`src/rtl/flash_fetch_responder.sv`:
```
// -----------------------------------------------------------------------------
// flash_fetch_responder
// Fetches one 16-bit weight/bias word from a serial SPI flash with the READ
// command, and keeps the last fetched word in a one-entry cache so repeated
// requests for the same address complete without bus traffic.
//
// Ports
//   clk            system clock, all state changes on the rising edge
//   rst            asynchronous active-high reset
//   flash_ready    fetch request (level), only looked at while idle
//   flash_address  16-bit word address of the requested word
//   cache_inv      clears the cache valid bit
//   flashData_out  last fetched word, held until the next completion
//   data_valid     one-cycle pulse when flashData_out has been updated
//   busy           high whenever the block is not idle
//   spi_sclk/spi_cs_n/spi_mosi/spi_miso  serial flash bus (mode 0, sclk=clk/2)
// -----------------------------------------------------------------------------
module flash_fetch_responder #(
    parameter logic [7:0] READ_OPCODE = 8'h03
) (
    input  logic        clk,
    input  logic        rst,
    input  logic        flash_ready,
    input  logic [15:0] flash_address,
    input  logic        cache_inv,
    output logic [15:0] flashData_out,
    output logic        data_valid,
    output logic        busy,
    output logic        spi_sclk,
    output logic        spi_cs_n,
    output logic        spi_mosi,
    input  logic        spi_miso
);

    localparam logic [2:0] S_IDLE       = 3'd0;
    localparam logic [2:0] S_CS_SETUP   = 3'd1;
    localparam logic [2:0] S_SHIFT_CMD  = 3'd2;
    localparam logic [2:0] S_SHIFT_ADDR = 3'd3;
    localparam logic [2:0] S_SHIFT_DATA = 3'd4;
    localparam logic [2:0] S_CS_HOLD    = 3'd5;
    localparam logic [2:0] S_DONE       = 3'd6;

    logic [2:0]  r_state;
    logic [15:0] r_addr;
    logic [31:0] r_tx;        // opcode + byte address, shifted out MSB first
    logic [15:0] r_rx;        // incoming data word
    logic [5:0]  r_bitcnt;    // 0..47 across the whole 48-bit frame
    logic        r_phase;     // 0 = sclk low half, 1 = sclk high half
    logic [15:0] r_data;
    logic [15:0] r_cache_tag;
    logic [15:0] r_cache_data;
    logic        r_cache_vld;

    logic w_shifting;
    logic w_hit;

    assign w_shifting = (r_state == S_SHIFT_CMD) || (r_state == S_SHIFT_ADDR) ||
                        (r_state == S_SHIFT_DATA);

    // An invalidate arriving together with the request beats the lookup.
    assign w_hit = r_cache_vld && !cache_inv && (r_cache_tag == flash_address);

    // Outputs decode straight from registered state, so reset forces them
    // without waiting for a clock edge.
    assign flashData_out = r_data;
    assign data_valid    = (r_state == S_DONE);
    assign busy          = (r_state != S_IDLE);
    assign spi_cs_n      = !(w_shifting || (r_state == S_CS_SETUP) || (r_state == S_CS_HOLD));
    assign spi_sclk      = w_shifting && r_phase;
    assign spi_mosi      = ((r_state == S_SHIFT_CMD) || (r_state == S_SHIFT_ADDR)) && r_tx[31];

    always_ff @(posedge clk or posedge rst) begin
        if (rst) begin
            r_state  <= S_IDLE;
            r_addr   <= 16'h0000;
            r_tx     <= 32'h0;
            r_rx     <= 16'h0000;
            r_bitcnt <= 6'd0;
            r_phase  <= 1'b0;
            r_data   <= 16'h0000;
        end else begin
            case (r_state)
                S_IDLE: begin
                    if (flash_ready) begin
                        r_addr <= flash_address;
                        if (w_hit) begin
                            // Hit goes straight to DONE so the pulse and the
                            // one-cycle idle gap match the miss path.
                            r_data  <= r_cache_data;
                            r_state <= S_DONE;
                        end else begin
                            r_state <= S_CS_SETUP;
                        end
                    end
                end
                S_CS_SETUP: begin
                    // Word address -> byte address: 16'hFFFF becomes 24'h01FFFE.
                    r_tx     <= {READ_OPCODE, 7'b0, r_addr, 1'b0};
                    r_bitcnt <= 6'd0;
                    r_phase  <= 1'b0;
                    r_state  <= S_SHIFT_CMD;
                end
                S_SHIFT_CMD, S_SHIFT_ADDR, S_SHIFT_DATA: begin
                    r_phase <= ~r_phase;
                    // End of the high half: sample miso and advance one bit.
                    if (r_phase) begin
                        r_tx     <= {r_tx[30:0], 1'b0};
                        r_bitcnt <= r_bitcnt + 6'd1;
                        if (r_state == S_SHIFT_DATA)
                            r_rx <= {r_rx[14:0], spi_miso};
                        if (r_bitcnt == 6'd7)
                            r_state <= S_SHIFT_ADDR;
                        else if (r_bitcnt == 6'd31)
                            r_state <= S_SHIFT_DATA;
                        else if (r_bitcnt == 6'd47)
                            r_state <= S_CS_HOLD;
                    end
                end
                S_CS_HOLD: begin
                    r_data  <= r_rx;
                    r_state <= S_DONE;
                end
                S_DONE: begin
                    r_state <= S_IDLE;
                end
                default: begin
                    r_state <= S_IDLE;
                end
            endcase
        end
    end

    // Cache load happens on the edge leaving DONE, so an invalidate seen in
    // the same cycle loses to the load.
    always_ff @(posedge clk or posedge rst) begin
        if (rst) begin
            r_cache_vld  <= 1'b0;
            r_cache_tag  <= 16'h0000;
            r_cache_data <= 16'h0000;
        end else if (r_state == S_DONE) begin
            r_cache_vld  <= 1'b1;
            r_cache_tag  <= r_addr;
            r_cache_data <= r_data;
        end else if (cache_inv) begin
            r_cache_vld  <= 1'b0;
        end
    end

endmodule
```
`config.mk`:
```
export PLATFORM = sky130hd
export DESIGN_NAME = flash_fetch_responder
export DESIGN_NICKNAME = d
export VERILOG_FILES = /design/src/rtl/flash_fetch_responder.sv
export SDC_FILE = /design/constraint.sdc
export NUM_CORES = 1
export LEC_CHECK = 0
export BUFFER_PORTS_ARGS = -buffer_cell sky130_fd_sc_hd__buf_2
export CAP_MARGIN = 20
export CORE_MARGIN = 2
export CORE_UTILIZATION = 40
export CTS_CLUSTER_DIAMETER = 100
export DETAILED_ROUTE_END_ITERATION = 6
export GPL_ROUTABILITY_DRIVEN = 0
export HOLD_SLACK_MARGIN = 0.03
export PLACE_DENSITY = 0.57
export SYNTH_ARGS = -nofsm -noshare
export SYNTH_HDL_FRONTEND = slang
export SYNTH_SLANG_ARGS = --single-unit
```
`constraint.sdc`:
```
create_clock -name clk -period 5.6 [get_ports clk]
set_input_delay 0.56 -clock clk [delete_from_list [all_inputs] [get_ports clk]]
set_output_delay 0.56 -clock clk [all_outputs]
set_load 0.1 [all_outputs]
```
==> summary.txt, run 1 <==
Routed len/inst = 14.8 µm
Worst slew margin = 0.446
Root Buffer = clkbuf_16
Post-CTS Resized = 0
Status = finished, final reports clean
Sequential share of the synthesized area = 0.579
R2R depth = 7
Avg Synthesized Cell Area = 10.6 µm²
RR Endpoint = r_bitcnt[5]
Post-CTS Setup Repair Bufs = 0
Synth top cells by count = nand2_1, dfrtp_1, mux2_2
Sink Count = 122
Top-count cell post-synth = nand2_1
Worst-path clk slew = 50 ps
Fin crit period = 2930 ps
Worst vdd ir = 0.000418 V
Placed Cells = 690
Crit Path Max Fanout = 22
Final wirelength = 10.7 mm
Initial DRC Count = 193
Crit path launch type = flip-flop
Largest area contributor in the netlist = dfrtp_1
Initial antenna violation count = 1
Syn Nets = 519
Tcrit/Tclk final = 0.523
Worst Setup Slack, final = 2670 ps
Pwr Total = 4.07 mW
FF-to-FF Start = r_state[1]
Die ar. = 14,100 µm²
Htree depth = 4
Starting Density = 0.413
Total GRT Usage = 0.159
Final worst hold slack = 40.7 ps
Die width = 119 µm
Final setup TNS = 0 ps
Main combinational cell family by area after synthesis = simple AND/OR/NAND/NOR gates
Via count = 3,552
Final Net Count = 560
Final-report setup violation count = 0
Hold crit path type = in -> async
Max Slew Vio Count = 0
Synth Area in XOR/XNOR = 0.0332
Worst EP required = 5040 ps
Post-Syn Area = 5280 µm²
Setup Skew = 7.50 ps
Power Density = 657 nW/µm²
CTS Hold Bufs = 0
Grt ovf = 0
Post-synth cell types = 43
CP Capture Point = spi_sclk
Post-synthesis mux area share = 0.0968
Post-synth top flop = dfrtp_1
Post-synthesis cell count = 497
Worst setup path start = r_state[1]
Core Footprint = 12,800 µm²
Final Hold Fails = 0
Fin cells = 723
Area growth, synth to finish = 17.6%
FMAX = 0.341 GHz
Compound-Gate Fraction of Synth Area = 0.0854
Post-synth top area share = 0.579
LEAKAGE = 3.05 nW
CTS tree = yes
Slew @ Worst Pin = 829 ps
Post-synth EDFFs = 0
First-pass GRT wire length = 17.5 mm
Adder and majority gate portion of the synthesized area = 0.00237
RSZ-0062 raised after global routing = no
Largest cells by area after synthesis = dfrtp_1, nand2_1, mux2_2, mux2i_1, o22a_1
PortBufs = 41
Clock Latency Late Sink = 410 ps
Post-detail-place hpwl = 6.91 mm
Vias per cell = 4.91
R2R Setup Slk = 3300 ps
Max-Cap Viols = 0
Synth Register Bits = 122
Post-route cell area = 6200 µm²
# rows = 41
Placement Cell Area = 5620 µm²
Async set or reset register ratio after synthesis = 1.00
Share of layout cells above drive strength 1 = 0.216
Crit path DAT = 2370 ps
Worst setup EP type = output pin
Ys Warns = 0
Kind of critical path = reg -> out
Post-layout util = 0.486
Post-Place Setup Slack = 3120 ps
Pin count of the biggest net entering global routing = 82
Antenna-violating nets left = 0
CTS buffer count = 17
Ports = 42
Drt drc = 0
Post-Synth Simple-Gate Area = 0.176
DR pass1 iterations = 4
Vias in the first global route = 3,500
Chip height = 119 µm
CTS Buffer Depth = 2
## area by class of cell
| class | instances | area (µm²) |
|---|---|---|
| Antenna cell | 1 | 2.50 |
| Clock buffer | 20 | 457 |
| Clock inverter | 11 | 98.8 |
| Fill cell | 1178 | 6570 |
| Inverter | 4 | 17.5 |
| Multi-Input combinational cell | 345 | 2080 |
| Sequential cell | 122 | 3050 |
| Tap cell | 172 | 215 |
| Timing Repair Buffer | 48 | 278 |
## worst min-delay path by stage
stage	from	cells past startpoint	slack [ps]	end
after floorplan	r_tx[24]	2	430	r_tx[25]
after global placement	r_tx[24]	2	440	r_tx[25]
after detailed placement	r_tx[24]	2	450	r_tx[25]
after CTS	spi_miso	2	360	r_rx[0]
after global routing	rst	2	40	r_bitcnt[4]
final	rst	2	40	r_bitcnt[4]
## routing by layer
layer	up-vias	global-route usage	part of all wire
li1	1757	-	-
met1	1732	0.206	0.47
met2	49	0.249	0.47
met3	14	0.0527	0.041
met4	0	0.0558	0.013
met5	-	0	0
## layout by cell type, fill, tap and decap left out, types with 3 or more instances in the layout
cell type and instances:
clkbuf_16 17, mux2_2 32, nand4_1 3, o22a_1 16
nand2_1 153, clkinv_2 3, nand2b_1 3, clkinvlp_4 6
mux2i_1 15, buf_4 6, xor2_1 16, dfrtp_1 122
xnor2_1 4, buf_2 41, nor4_1 5, nor2_1 10
nand3_1 20, o21ai_0 23, o21a_1 17
## worst max-delay path, cell delays in order (launching register included)
cell and delay [ps]:
dfrtp_1 490, nor2b_1 350, o21ai_1 120, buf_4 210, inv_2 290, buf_2 500
## report_power, final
group          switching (mW)  internal, mW  leakage, nW  total [mW]
Sequential              0.251          1.23         1.56        1.48
Combinational            1.10         0.489         1.24        1.59
Clock                   0.381         0.627        0.256        1.01
Total                    1.73          2.34         3.05        4.07
## cell families (layout without fill, tap and decap cells)
group	Yosys count	in the layout
compound gates	65	65
xor+xnor	20	20
fa+ha+maj	1	1
buf+inv	30	83
flops	122	122
mux	47	47
other cells	0	1
simple gates	212	212
## flip-flops by register name, indices dropped and copies added (netlist names)
name           count
flashData_out     16
r_addr            16
r_bitcnt           6
r_cache_data      16
r_cache_tag       16
r_cache_vld        1
r_phase            1
r_rx              16
r_state            3
r_tx              31
Power figures use the tool's default switching activity.
==> run 2: changes to the inputs <==
- ABC_AREA: not set -> 1
- PLACE_DENSITY: 0.57 -> 0.59
- clock period: 5.6 -> 2.4 ns (I/O delays scaled with it)
==> run 2 against run 1 <==
Sequential power rose by 39%. Clock-buffer cell count up 5. Synthesized cell count increased by 27%. Worst setup slack got worse by 2500 ps. Hold slack better by 7.2 ps. Critical endpoint unchanged. Largest cell class unchanged. Largest power group is now the clock network.
==> summary.txt, run 2 <==
Total GRT Usage = 0.172 (+0.0135)
Largest cells by area after synthesis = dfrtp_1, nand2_1, o21ai_0, inv_1, nor2_1
Vias per cell = 4.72 (-3.9%)
Worst setup EP type = output pin
Met1 wire length = 5.36 mm (+5.9%)
Post-Syn Area = 5380 µm² (+2.0%)
CTS tree = yes
Grt ovf = 0 (unchanged)
Avg Synthesized Cell Area = 8.53 µm² (-20%)
Crit path launch type = flip-flop
Syn Nets = 653 (+26%)
R2R depth = 8 (+1)
Final setup TNS = 0 ps (unchanged)
Clock Latency Late Sink = 420 ps (about the same)
Synth top cells by count = nand2_1, dfrtp_1, inv_1
Post-route cell area = 6430 µm² (+3.6%)
CTS Buffer Depth = 2 (unchanged)
Area growth, synth to finish = 19.5%
Max-Cap Viols = 0 (unchanged)
# fillers = 1,270 (+7.8%)
Worst slew margin = 0.566 (+0.120)
Slowest CP cell = dfrtp_1
Crit-path leading delay family = simple AND/OR/NAND/NOR gates
Post-synth top flop = dfrtp_1
FMAX = 0.447 GHz
Initial antenna violation count = 0 (-1)
Core Footprint = 13,200 µm² (+3.3%)
Share of layout cells above drive strength 1 = 0.146 (-0.0708)
DR pass1 iterations = 4 (unchanged)
Post-Place Setup Slack = 430 ps (-2690 ps)
RSZ-0062 raised after global routing = no
Worst hold stages = 3
Pin count of the biggest net entering global routing = 61 (-26%)
Post-synth EDFFs = 0 (unchanged)
Final worst hold slack = 48.0 ps (+7.23 ps)
Worst EP required = 2160 ps (-2880 ps)
Setup Skew = 6.67 ps (-0.833 ps)
PortBufs = 41 (unchanged)
Worst Path Buf+Inv = 2 (-1)
# rows = 42 (+2.4%)
Slew @ Worst Pin = 645 ps (-184 ps)
Post-synthesis cell count = 631 (+27%)
Top Metal Used = met4
Placement Cell Area = 5760 µm² (+2.5%)
Antenna-violating nets left = 0 (unchanged)
CP peak stage delay = 410 ps (-90 ps)
Chip height = 120 µm (+0.97%)
Final-report setup violation count = 0 (unchanged)
Tcrit/Tclk final = 0.933
Hold EP = r_rx[0]
Ys Warns = 0 (unchanged)
Kind of critical path = reg -> out
Worst vdd ir = 0.000441 V (+5.5%)
Final wirelength = 11.3 mm (+5.7%)
Crit Path Max Fanout = 18 (-18%)
Sequential share of the synthesized area = 0.567 (-0.0114)
Most frequent cells in the layout = nand2_1, dfrtp_1, inv_1
Post-detail-place hpwl = 7.44 mm (+7.7%)
R2R Setup Slk = 450 ps (-2850 ps)
Status = finished, final reports clean
Inserted Diodes = 0 (-1)
Largest Register = r_tx
RR Endpoint = r_tx[7]
LEAKAGE = 3.29 nW (+7.7%)
Pwr Total = 4.89 mW (+20%)
Met2 wire len = 5.50 mm (+8.7%)
CTS buffer count = 17 (unchanged)
Final Net Count = 696 (+24%)
Most common cell on crit path = nand2_4
Die width = 120 µm (+0.97%)
CP Cell Sequence = nor2_1, nand2_1, nand2_4, nand2_4, inv_1, buf_4
Power Density = 760 nW/µm² (+16%)
Htree depth = 4 (unchanged)
Top-count cell post-synth = nand2_1
Commonest non-fill, non-tap cell in the layout = nand2_1
Post-synth top area share = 0.567 (-0.0114)
Max Slew Vio Count = 0 (unchanged)
Synth Register Bits = 122 (unchanged)
Largest area contributor in the netlist = dfrtp_1
Fin crit period = 2240 ps
Max reg flops = 31 (unchanged)
Final Hold Fails = 0 (unchanged)
FF-to-FF Start = r_state[1]
Die ar. = 14,400 µm² (+1.9%)
Worst-path clk slew = 50 ps (about the same)
Ports = 42 (unchanged)
Hold crit path type = in -> reg
Root Buffer = clkbuf_16
Worst hold start = spi_miso
Worst Setup Slack, final = 161 ps (-2510 ps)
Starting Density = 0.408 (-0.00498)
Via count = 4,073 (+15%)
Vias in the first global route = 4,067 (+16%)
Met3 routed WL = 329 µm (-24%)
Crit path DAT = 2000 ps (-370 ps)
Async set or reset register ratio after synthesis = 1.00 (unchanged)
Initial DRC Count = 241 (+25%)
Post-CTS Setup Repair Bufs = 0 (unchanged)
Sink Count = 122 (unchanged)
Drt drc = 0 (unchanged)
Post-synth cell types = 32 (-26%)
Routed len/inst = 13.1 µm (-11%)
First-pass GRT wire length = 19.4 mm (+11%)
[run 2: cell count changes in the layout (fill, tap and decap cells not counted), moves of 7 or more]
cell,change
o21ai_0,+32
inv_1,+63
nand2_1,+69
a21oi_1,+7
nor2_1,+25
a31oi_1,+14
o22a_1,-16
xor2_1,-15
o22ai_1,+13
mux2_2,-28
o21a_1,-17
mux2i_1,-15
[run 2: logic make-up after synthesis]
logic type                 count (synthesis)  synth area share
muxes                                      4           0.00837
DFF                                      122             0.567
AOI/OAI and AO/OA                         99             0.100
xor gates and xnor gates                   8            0.0130
adders and majority gates                  1           0.00232
buffers and inverters                     97            0.0783
and+or+nand+nor                          300             0.230
[run 2: worst register-to-register path, delay by kind of cell, from the launching register on]
| family | cells | cell delay (ps) |
|---|---|---|
| flops | 1 | 410 |
| compound gates | 1 | 150 |
| buf+inv | 1 | 380 |
| simple gates | 6 | 930 |
[run 2: worst max-delay path by stage]
stage | from | to | cells past startpoint
6_report | r_state[1] | spi_sclk | 6
5_1_grt | r_state[1] | spi_sclk | 6
4_1_cts | r_state[1] | spi_sclk | 6
3_5_place_dp | r_state[2] | spi_cs_n | 7
3_3_place_gp | r_state[2] | spi_cs_n | 7
2_1_floorplan | r_state[1] | flashData_out[0] | 9
[run 2: power breakdown]
group,internal (mW),switching [mW],total [mW]
clock network,1.87,0.864,2.73
registers,2.06,0.0000000000000000191,2.06
logic,0.0302,0.0631,0.0933
[run 2: metal layers]
layer / GRT usage / up-vias
met5: 0 / -
li1: - / 2074
met1: 0.223 / 1940
met3: 0.0537 / 11
met2: 0.275 / 48
met4: 0.0588 / 0
[run 2: layout make-up]
type	count	area, µm²	area share
clock inverters	7	135	0.0210
inverters	71	273	0.0424
well taps	176	220	0.0342
multi-input cells	412	1910	0.297
clock buffers	25	505	0.0786
repair buffers	50	335	0.0522
flip-flops and latches	122	3050	0.475
[run 2: what timing repair did]
| item | in CTS | in global routing |
|---|---|---|
| endpoints found under the setup margin | 1 | 2 |
| resized for setup | 1 | 4 |
| hold buffers | 2 | 0 |
| endpoints found under the hold margin | 20 | 0 |
| gates cloned | 0 | 0 |
| pin swaps | 0 | 0 |
[run 2: through the flow]
stage,std cells,util
finish,863,0.487
global route,863,0.487
CTS,863,0.487
detailed placement,829,0.437
global placement,829,0.437
floorplan,631,-
